--- config.mk ---
export PLATFORM = sky130hd
export DESIGN_NAME = zr_irq_ctrl
export DESIGN_NICKNAME = d
export VERILOG_FILES = /design/src/rtl/zr_irq_ctrl.sv
export SDC_FILE = /design/constraint.sdc
export NUM_CORES = 1
export LEC_CHECK = 0
export ABC_CLOCK_PERIOD_IN_PS = 2600
export CORE_ASPECT_RATIO = 0.5
export CORE_UTILIZATION = 45
export CTS_CLUSTER_DIAMETER = 50
export DETAILED_ROUTE_END_ITERATION = 12
export GPL_TIMING_DRIVEN = 0
export HOLD_SLACK_MARGIN = 0.02
export PLACE_DENSITY = 0.76
export REMOVE_ABC_BUFFERS = 1
export SLEW_MARGIN = 20
export SYNTH_ARGS = -nofsm -noshare
export SYNTH_HDL_FRONTEND = slang
export SYNTH_SLANG_ARGS = --single-unit
--- constraint.sdc ---
create_clock -name clk -period 2.6 [get_ports clk]
set_input_delay 0.26 -clock clk [delete_from_list [all_inputs] [get_ports clk]]
set_output_delay 0.26 -clock clk [all_outputs]
set_load 0.02 [all_outputs]
--- src/rtl/zr_irq_ctrl.sv ---
// Interrupt controller: level/edge pending capture, lowest-ID request to the core
// with an IDLE/REQ/GAP acknowledge FSM, and an ICB register slave.
module zr_irq_ctrl #(
    parameter int NSRC = 31
) (
    input  logic            clk,
    input  logic            rst,
    input  logic [NSRC-1:0] irq_src_i,
    output logic            irq_o,
    output logic [4:0]      irq_id_o,
    input  logic            irq_ack_i,
    input  logic [4:0]      irq_id_i,
    input  logic            icb_cmd_valid,
    output logic            icb_cmd_ready,
    input  logic            icb_cmd_read,
    input  logic [31:0]     icb_cmd_addr,
    input  logic [31:0]     icb_cmd_wdata,
    input  logic [3:0]      icb_cmd_wmask,
    output logic            icb_rsp_valid,
    input  logic            icb_rsp_ready,
    output logic [31:0]     icb_rsp_rdata,
    output logic            icb_rsp_err
);
    // Bits 1..NSRC are real sources; bit 0 (ID "none") and unused upper bits stay 0.
    localparam logic [31:0] SRC_MASK = 32'((64'd1 << (NSRC + 1)) - 64'd2);

    typedef enum logic [1:0] {S_IDLE, S_REQ, S_GAP} state_t;

    state_t          r_state, w_state_nxt;
    logic [4:0]      r_id, w_id_nxt;
    logic [31:0]     r_enable, r_edge, r_pend;
    logic [NSRC-1:0] r_src_q;
    logic            r_rsp_valid, r_rsp_err;
    logic [31:0]     r_rsp_rdata;

    logic [31:0] w_src, w_src_q, w_rise, w_cand, w_clr, w_pend_nxt;
    logic [31:0] w_lane_bits, w_wdata_m, w_rdata;
    logic [4:0]  w_sel;
    logic        w_any, w_held_live, w_ack_clr;
    logic        w_cmd_fire, w_err, w_wr;
    logic [1:0]  w_off;
    logic        w_unused;

    assign w_src   = 32'({irq_src_i, 1'b0});
    assign w_src_q = 32'({r_src_q, 1'b0});
    assign w_rise  = w_src & ~w_src_q;
    assign w_cand  = r_pend & r_enable;
    assign w_any   = |w_cand;

    always_comb begin
        w_sel = 5'd0;
        for (int k = NSRC; k >= 1; k--) begin
            if (w_cand[k]) w_sel = 5'(k);
        end
    end

    // ICB decode; only one transaction may be outstanding.
    assign w_cmd_fire  = icb_cmd_valid & ~r_rsp_valid;
    assign w_off       = icb_cmd_addr[3:2];
    assign w_err       = (|icb_cmd_addr[11:4]) | (~icb_cmd_read & (w_off == 2'd3));
    assign w_wr        = w_cmd_fire & ~icb_cmd_read & ~w_err;
    assign w_lane_bits = {{8{icb_cmd_wmask[3]}}, {8{icb_cmd_wmask[2]}},
                          {8{icb_cmd_wmask[1]}}, {8{icb_cmd_wmask[0]}}};
    assign w_wdata_m   = icb_cmd_wdata & w_lane_bits;
    assign w_unused    = ^{icb_cmd_addr[31:12], icb_cmd_addr[1:0]};

    always_comb begin
        w_rdata = 32'd0;
        case (w_off)
            2'd0:    w_rdata = r_enable;
            2'd1:    w_rdata = r_edge;
            2'd2:    w_rdata = r_pend;
            default: w_rdata = {irq_o, 26'd0, irq_o ? r_id : 5'd0};
        endcase
    end

    // Clears only reach edge bits; a new rising edge in the same cycle wins.
    assign w_ack_clr  = (r_state == S_REQ) & irq_ack_i & (irq_id_i == r_id);
    assign w_clr      = ((w_wr && w_off == 2'd2) ? w_wdata_m : 32'd0)
                      | (w_ack_clr ? (32'd1 << r_id) : 32'd0);
    assign w_pend_nxt = ((r_edge & (w_rise | (r_pend & ~w_clr))) | (~r_edge & w_src)) & SRC_MASK;

    assign w_held_live = r_pend[r_id] & r_enable[r_id];

    always_comb begin
        w_state_nxt = r_state;
        w_id_nxt    = r_id;
        case (r_state)
            S_IDLE: begin
                if (w_any) begin
                    w_state_nxt = S_REQ;
                    w_id_nxt    = w_sel;
                end
            end
            S_REQ: begin
                if (irq_ack_i) begin
                    w_state_nxt = S_GAP;
                    w_id_nxt    = 5'd0;
                end else if (!w_held_live) begin
                    w_state_nxt = S_IDLE;
                    w_id_nxt    = 5'd0;
                end
            end
            S_GAP:   w_state_nxt = S_IDLE;
            default: w_state_nxt = S_IDLE;
        endcase
    end

    always_ff @(posedge clk) begin
        if (rst) begin
            r_state     <= S_IDLE;
            r_id        <= 5'd0;
            r_enable    <= 32'd0;
            r_edge      <= 32'd0;
            r_pend      <= 32'd0;
            r_src_q     <= '0;
            r_rsp_valid <= 1'b0;
            r_rsp_err   <= 1'b0;
            r_rsp_rdata <= 32'd0;
        end else begin
            r_state <= w_state_nxt;
            r_id    <= w_id_nxt;
            r_src_q <= irq_src_i;
            r_pend  <= w_pend_nxt;
            if (w_wr && w_off == 2'd0) r_enable <= ((r_enable & ~w_lane_bits) | w_wdata_m) & SRC_MASK;
            if (w_wr && w_off == 2'd1) r_edge   <= ((r_edge & ~w_lane_bits) | w_wdata_m) & SRC_MASK;
            if (w_cmd_fire) begin
                r_rsp_valid <= 1'b1;
                r_rsp_err   <= w_err;
                r_rsp_rdata <= (icb_cmd_read && !w_err) ? w_rdata : 32'd0;
            end else if (r_rsp_valid && icb_rsp_ready) begin
                r_rsp_valid <= 1'b0;
            end
        end
    end

    assign irq_o         = (r_state == S_REQ);
    assign irq_id_o      = r_id;
    assign icb_cmd_ready = ~r_rsp_valid;
    assign icb_rsp_valid = r_rsp_valid;
    assign icb_rsp_rdata = r_rsp_rdata;
    assign icb_rsp_err   = r_rsp_err;

endmodule

# == Yosys cells after proc, flatten, opt, wreduce, memory -nomap -nowiden ==
# Index checks and enable logic that the tools add are counted.
# totals
elab_cells,111
input_bits,110
ff_bits,166
out_inout_bits,41
# classes
n_shift,1
magnitude_cmp,1
eq_ne,7
n_reduce_logical,14
n_mux,50
bitwise_logic,28
# op_table
op,count
$and A32 B32 Y32,8
$mux W5,35
$or A32 B32 Y32,5
$not A32 Y32,4
$mux W32,3
$pmux W32 S3,1
$reduce_or A32 Y1,1
$shl A1 B5 Y32 const A,1
$bmux W1 S5,2
$pmux W5 S2,1
$reduce_or A8 Y1,1
$and A1 B1 Y1,7
$lt A5 B6 Y1 const B,1
$mux W2,3
$eq A5 B5 Y1,1
$logic_and A1 B1 Y1,5
$eq A2 B1 Y1 const B,2
$eq A2 B2 Y1 const B,2
$logic_not A2 Y1,2
$mux W1,4
$pmux W2 S2,1
$reduce_bool A2 Y1,2
$ne A3 B3 Y1 const B,1
$not A1 Y1,3
5 further kinds,5

# == Longest topological paths before layout ==
# Gate-level depths: netlist (run 1).
# depth
depth_word,34
mapped_depth,9
mapped_depth_nobuf,6

# == Worst setup path before layout (run 1) ==
# No wires, ideal clock.
# synth_timing
path_kind,register to register
startpoint,register r_id[1] (netlist: irq_id_o[1])
endpoint,register r_id[3] (netlist: irq_id_o[3])
arrival_time_ns,2.040
t_required_ns,2.477
path_slack_ns,0.436
setup_ns,0.123
period_less_slack_ns,2.164
path_buffers,3
stages_incl_launch_ff,9
path_cell_list,dfxtp_1 -> buf_6 -> clkbuf_8 -> buf_2 -> o2111ai_1 -> a21boi_0 -> nor4_4 -> nor3_4 -> mux2_1
# synth_between
elab_chain_cells,5
elab_cells_between_ends,7
classes_between,eq/ne: 1; mux: 4; bitwise: 1; reduce/logical: 1
# synth_rtl
item,line,source
"start, declared",30,"logic [4:0] r_id, w_id_nxt;"
"start signal, assigned",122,r_id <= w_id_nxt;
$bmux W1 S5,83,assign w_held_live = r_pend[r_id] & r_enable[r_id];
$mux W1 (implied by the code),83,
$and A1 B1 Y1 (*),83,
$ne A3 B3 Y1 (no line) (*),--,
$reduce_and A3 Y1 (no line) (*),--,
# Mark *: on every way between the ends. The rest lies on a longest branch, timed or not. The select of a mux whose other input is x is not followed.
# A chain may end at the register's enable or synchronous reset.

# == Worst setup path after layout (run 1) ==
# layout_timing
startpoint,register r_id[2] (netlist: irq_id_o[2])
endpoint,register r_pend[24]
# layout_between
elab_chain_cells,9
elab_cells_between_ends,10
classes_between,eq/ne: 1; shift: 1; mux: 1; bitwise: 7
# layout_rtl
item,line,source
$eq A5 B5 Y1,78,assign w_ack_clr = (r_state == S_REQ) & irq_ack_i & (irq_id_i == r_id);
$and A1 B1 Y1,78,
$mux W32 (*),80,| (w_ack_clr ? (32'd1 << r_id) : 32'd0);
$or A32 B32 Y32 (*),80,
$not A32 Y32 (*),81,assign w_pend_nxt = ((r_edge & (w_rise | (r_pend & ~w_clr))) | (~r_edge & w_src)) & SRC_MASK;
$and A32 B32 Y32 (*),81,
$or A32 B32 Y32 (*),81,
$and A32 B32 Y32 (*),81,
$or A32 B32 Y32 (*),81,
"end signal, assigned",124,r_pend <= w_pend_nxt;
"end, declared",31,"logic [31:0] r_enable, r_edge, r_pend;"
# Mark *: on every way between the ends. The rest lies on a longest branch, timed or not.

==> results of run 1 <==
[metal layers]
layer	track usage, %	part of all wire [%]	routed length, um	vias up
li1	-	-	-	3493
met1	37.0	44	10800	3638
met2	42.9	44	10700	414
met3	5.89	10	2480	49
met4	10.0	1.9	465	0
met5	0	0	0	-
[where the power goes]
part	switching, mW	total [mW]	internal [mW]
logic	0.190	0.382	0.192
clock network	1.09	2.77	1.69
registers	0.0448	2.63	2.58
[Yosys cell counts (all sizes together) (25+ instances only)]
cell type	n
clkbuf	36
mux2i	58
a21oi	48
nor2	75
nand3	51
nor2b	38
nand2	180
o21ai	28
dfxtp	165
a22o	25
a22oi	41
a211oi	26
[critical path: stages (launching register included)]
cell      delay (ns)
dfxtp_2         0.57
xor2_1          0.13
nor4_2          0.42
nand2_1         0.25
nor3_2          0.55
a211oi_1        0.18
a22o_1          0.25
[cell usage in the layout, fill, tap and decap left out, types with 3 or more instances in the layout]
master and count:
and2_1 9, nand2b_1 7, nor3_1 6, nor2_1 74
xor2_1 3, bufinv_16 4, o211ai_1 4, nand2_1 179
clkinv_4 3, a22o_1 25, mux2i_1 58, mux4_1 4
dfxtp_1 162, a21boi_0 3, inv_1 7, buf_6 3
nor4_1 3, nor4_4 4, clkdlybuf4s50_1 124, nor2b_1 37
a31oi_1 5, nand4b_1 3, clkbuf_8 3, a221oi_1 8
nand3_1 50, a22oi_1 41, buf_4 4, o21ai_0 28
clkbuf_16 17, o32ai_1 3, a21oi_1 47, nand3b_1 11
nand4_1 8, mux4_2 4, nor3_2 4, a211oi_1 26
a21o_1 8
[path summary, 6_finish.rpt]
check | start | to | slack, ns | depth (start not counted)
min | rst | icb_rsp_rdata[28] | 0.23 | 2
max | irq_id_o[2] | r_pend[24] | 0.13 | 6
min reg2reg | icb_rsp_rdata[2] | icb_rsp_rdata[2] | 0.46 | 2
max reg2reg | irq_id_o[2] | r_pend[24] | 0.13 | 6
[cell families (layout without fill, tap and decap cells)]
family                 count (synthesis)  count (layout)  share of synthesized area (%)
flip-flops                           165             165                           42.2
AND/OR/NAND/NOR                      412             412                           25.2
multiplexers                          68              68                           10.2
buffers and inverters                 65             173                           3.82
AO/OA/AOI/OAI                        209             209                           18.2
XOR/XNOR                               3               3                          0.336
[repair_timing]
action                     CTS  global route
hold endpoints to repair     0             0
buffers inserted             3             0
setup endpoints to repair   66            48
pin swaps                    1             0
cloned                       0             0
resized for setup            7             7
[area by class of cell]
| type | instances | area, um2 | share of cell area [%] |
|---|---|---|---|
| timing repair buffer | 136 | 1400 | 14.0 |
| clock buffer | 20 | 467 | 4.68 |
| tap | 227 | 284 | 2.85 |
| sequential | 165 | 3310 | 33.2 |
| inverter | 7 | 26.3 | 0.264 |
| clock inverter | 10 | 171 | 1.72 |
| multi-input combinational | 692 | 4310 | 43.2 |
[stage by stage]
stage | total power, mW | instance area, um2 | cells | hold WS, ns | util [%]
after floorplan | 2.77 | 7550 | 864 | 0.329 | -
after global placement | 3.04 | 9110 | 1218 | 0.444 | 54.6
after detailed placement | 3.05 | 9240 | 1224 | 0.451 | 55.4
after CTS | 5.78 | 9940 | 1257 | 0.245 | 59.6
after global routing | 5.93 | 9970 | 1257 | 0.269 | 59.8
final | 5.78 | 9970 | 1257 | 0.227 | 59.8
==> reports/metrics.cfg, run 1 <==
[global_routing]
grt_max_degree = 102
grt_pass1_vias = 7185
grt_remaining_overflow = 0
antenna_found_initial = 0
grt.total_usage_pct = 27.3
grt_pass1_wl_um = 38100

[critical_path]
crit_type = reg2reg
worstPathMaxFanout = 18
start_kind = flop
required_ns = 2.92
cp-end-kind = flop
worstPathArrival_ns = 2.79

[sta]
final_hold_viol_count = 0
grt_setup_unrepaired = false
setup-violations-final = 0
timing.final.crit_share_pct = 95.0
fin_skew_ns = 0.0109
tightest_slew_ns = 0.949
slew_viol_final = 0
slew_headroom_pct = 36.6
layout_min_cycle_time_ns = 2.47
setup_tns_ns = 0
setup_ws_ns = 0.130
fmax_mhz = 405

[layout]
fill_cells = 1447
drive_above_1_share_pct = 6.89
syn2layout_area_growth_pct = 27.3
diodes = 0
nNetsFinal = 1129

[floorplanning]
rows = 33
initial_core_util_pct = 46.9
design.die.area_um2 = 18000
num_io_pins = 151
core_um2 = 16700
die_h_um = 95.3
die_width_um = 189

[route]
drtAntennaViolNets = 0
detail_route.wl_per_cell_um = 19.5
drtIter0Drc = 883
vias = 7594
viasPerCell = 6.04
drt_wl_total_um = 24500
drcViolationCount = 0
first_pass_iters = 5

[synth]
synth_area_um2 = 7830
yosysSeqAreaShare_pct = 42.2
synth_edf_count = 0
ys.warnings.count = 0
ys.flop_type = dfxtp_1
avgSynthCellArea_um2 = 8.49
yosys.area.top_type = dfxtp_1
netlist-cell-type-count = 54
synthTopCellsByArea = dfxtp_1 (42%), nand2_1 (8.6%), mux2i_1 (7.4%)
ys_seq_elements = 165
async_reset_ff_share_pct = 0
postSynthCellCount = 922
synth_top_area_share_pct = 42.2

[pwr]
ir_worst_vdd_v = 0.000514
p_leak_nw = 3.38
power_density_nw_per_um2 = 580

[clock_network]
ctsHoldBuffers = 0
cts_tree = yes
cts_root_buffer = clkbuf_16
cts_max_level = 4
cts_sinks = 165
cts_buffer_depth = 2
clkTransAtPathRegs_ns = 0.07
numCtsBuffers = 17
clock_latency_ns = 0.43

[run_status]
status = completed

[place]
place_congestion = 0.898
hpwl_um = 16600
place_ws_ns = -0.821
portBuffers = 127

[min_path]
hp-class = in2reg

[flow_run]
cap_violations = 0

(Power assumes the default switching activity.)
==> inputs of run 2 (changes only) <==
- CELL_PAD_IN_SITES_DETAIL_PLACEMENT: unset -> 1
- CELL_PAD_IN_SITES_GLOBAL_PLACEMENT: unset -> 1
- CORE_MARGIN: unset -> 1
- CORE_UTILIZATION: 45 -> 39
- PLACE_DENSITY: 0.76 -> 0.86
==> run 2 against run 1 <==
  * Register-to-register slack lost 0.17 ns
  * Non-clock buffer count grew 2
  * Worst hold slack gained 0.0068 ns
  * Routed wire length grew 15%
  * Critical endpoint is now r_pend[4]
  * The run now ends with negative setup slack left
  * Largest cell class unchanged
  * Final cell count grew 3.3%
==> reports/metrics.cfg, run 2 (synthesized netlist as in run 1, its figures left out) <==
[run_status]
status = complete, but fails checks
violations = negative setup slack

[critical_path]
cp_top_family = simple AND/OR/NAND/NOR gates
required_ns = 2.93  ; about the same
crit_top_cell = nor4_2
r2r_setup_slack_ns = -0.04  ; -0.17 ns
worstPathArrival_ns = 2.97  ; +0.18 ns
reg2reg_depth = 6  ; unchanged
slowest_delay_ns = 0.59  ; +0.02 ns
path_cells = xor2_1 > nor4_2 > nand2_1 > nor4_2 > a211oi_1 > a22o_1
cp_slowest_cell = dfxtp_2
worstPathMaxFanout = 18  ; unchanged
r2r-start = irq_id_o[2]
crit_type = reg2reg
start_kind = flop
path_buf_inv = 0  ; unchanged
rr_endpoint = r_pend[4]
cp-end-kind = flop

[route]
drtIter0Drc = 706  ; -20%
vias = 7742  ; +1.9%
drcViolationCount = 0  ; unchanged
drt_wl_total_um = 28000  ; +15%
detail_route.wl_per_cell_um = 21.6  ; +11%
viasPerCell = 5.96  ; -1.3%
drtAntennaViolNets = 0  ; unchanged
first_pass_iters = 5  ; unchanged

[clock_network]
cts_sinks = 165  ; unchanged
clock_latency_ns = 0.44  ; about the same
cts_buffer_depth = 2  ; unchanged
cts_tree = yes
ctsHoldBuffers = 0  ; unchanged
numCtsBuffers = 17  ; unchanged
clkTransAtPathRegs_ns = 0.07  ; about the same
cts_max_level = 4  ; unchanged
cts_root_buffer = clkbuf_16

[global_routing]
grt_pass1_vias = 7807  ; +8.7%
grt_pass1_wl_um = 43400  ; +14%
grt.total_usage_pct = 27.2  ; -0.043 points
antenna_found_initial = 0  ; unchanged
grt_remaining_overflow = 0  ; unchanged
grt_max_degree = 89  ; -13%

[layout]
syn2layout_area_growth_pct = 27.5
fill_cells = 2253  ; +56%
layout_commonest_cell = nand2_1
nNetsFinal = 1131  ; +0.18%
mostFrequentLayoutCells = nand2_1 (179), dfxtp_1 (163), clkdlybuf4s50_1 (124)
drive_above_1_share_pct = 7.16  ; +0.27 points
final_cell_area_um2 = 9980  ; +0.10%
diodes = 0  ; unchanged

[sta]
setup_ws_ns = -0.0394  ; -0.169 ns
fmax_mhz = 379  ; -6.4%
setup_tns_ns = -0.125  ; -0.125 ns
timing.hold.ws_ns = 0.234  ; +0.00680 ns
slew_viol_final = 0  ; unchanged
slew_headroom_pct = 34.0  ; -2.6 points
timing.final.crit_share_pct = 102  ; +6.5 points
final_hold_viol_count = 0  ; unchanged
layout_min_cycle_time_ns = 2.64  ; +0.169 ns
grt_setup_unrepaired = true
fin_skew_ns = 0.00649  ; -0.00441 ns
setup-violations-final = 5  ; +5
tightest_slew_ns = 0.988  ; +0.0386 ns

[min_path]
min_to = icb_rsp_rdata[5]
min-delay-start = rst
hp-class = in2reg
whs_path_depth = 2  ; unchanged

[floorplanning]
die_width_um = 202  ; +7.3%
core_um2 = 19500  ; +17%
num_io_pins = 151  ; unchanged
initial_core_util_pct = 40.0  ; -6.9 points
design.die.area_um2 = 20700  ; +15%
rows = 36  ; +9.1%
die_h_um = 102  ; +7.3%

[place]
place_congestion = 0.882  ; -1.8%
portBuffers = 127  ; unchanged
place_ws_ns = -0.704  ; +0.117 ns
hpwl_um = 19100  ; +16%
place_area_um2 = 9300  ; +0.57%

[pwr]
p_total_mw = 5.60  ; -3.0%
power_density_nw_per_um2 = 562  ; -3.1%
ir_worst_vdd_v = 0.000280  ; -46%
p_leak_nw = 3.37  ; -0.15%

[flow_run]
cap_violations = 0  ; unchanged

==> run 2: cell types whose count changed in the layout (fill, tap and decap cells not counted), sizes merged <==
cell,delta
bufinv,-2
inv,+1
clkinv,+4
clkbuf,-2
buf,+2
==> run 2: repair_timing <==
item                                    in CTS  in global routing
endpoints found under the hold margin        0                  0
resized for setup                            5                  9
endpoints found under the setup margin      65                 81
buffers inserted                             2                  3
pin swaps                                    1                  1
==> run 2: report_power, final <==
part	internal, mW	total, mW	switching [mW]
combinational	0.193	0.392	0.200
sequential	2.58	2.63	0.0460
clock	1.45	2.59	1.13
total	4.23	5.60	1.38
==> run 2: worst max path at each step <==
stage,from,to,depth (start not counted)
after detailed placement,icb_cmd_addr[5],flop,7
after floorplan,icb_cmd_addr[2],flop,5
after global routing,irq_id_o[2],r_pend[4],6
after global placement,icb_cmd_addr[3],flop,6
final,irq_id_o[2],r_pend[4],6
after CTS,icb_cmd_addr[5],flop,7
==> run 2: layout make-up <==
type / count / area (um2) / area share (%)
Sequential cell: 165 / 3310 / 33.2
Timing Repair Buffer: 138 / 1420 / 14.2
Multi-Input combinational cell: 692 / 4300 / 43.1
Tap cell: 266 / 333 / 3.34
Inverter: 7 / 26.3 / 0.263
Clock inverter: 13 / 151 / 1.52
Clock buffer: 18 / 439 / 4.40
==> run 2: through the flow <==
step | utilization [%] | std cells
2_1_floorplan | - | 864
3_3_place_gp | 46.9 | 1257
3_5_place_dp | 47.6 | 1263
4_1_cts | 50.8 | 1296
5_1_grt | 51.0 | 1299
6_report | 51.0 | 1299
==> run 2: worst reg2reg max path: cells and delay by family, from the launching register on <==
family | cells | cell delay, ns
AND/OR/NAND/NOR | 3 | 1.38
XOR/XNOR | 1 | 0.14
flip-flops | 1 | 0.59
AO/OA/AOI/OAI | 2 | 0.42
==> run 2: layer usage <==
layer | track usage [%] | vias up | part of all wire [%]
met1 | 37.4 | 3946 | 47
met4 | 8.96 | 0 | 1.4
met2 | 43.4 | 264 | 46
met5 | 0 | - | 0
li1 | - | 3498 | -
met3 | 5.07 | 34 | 6.2
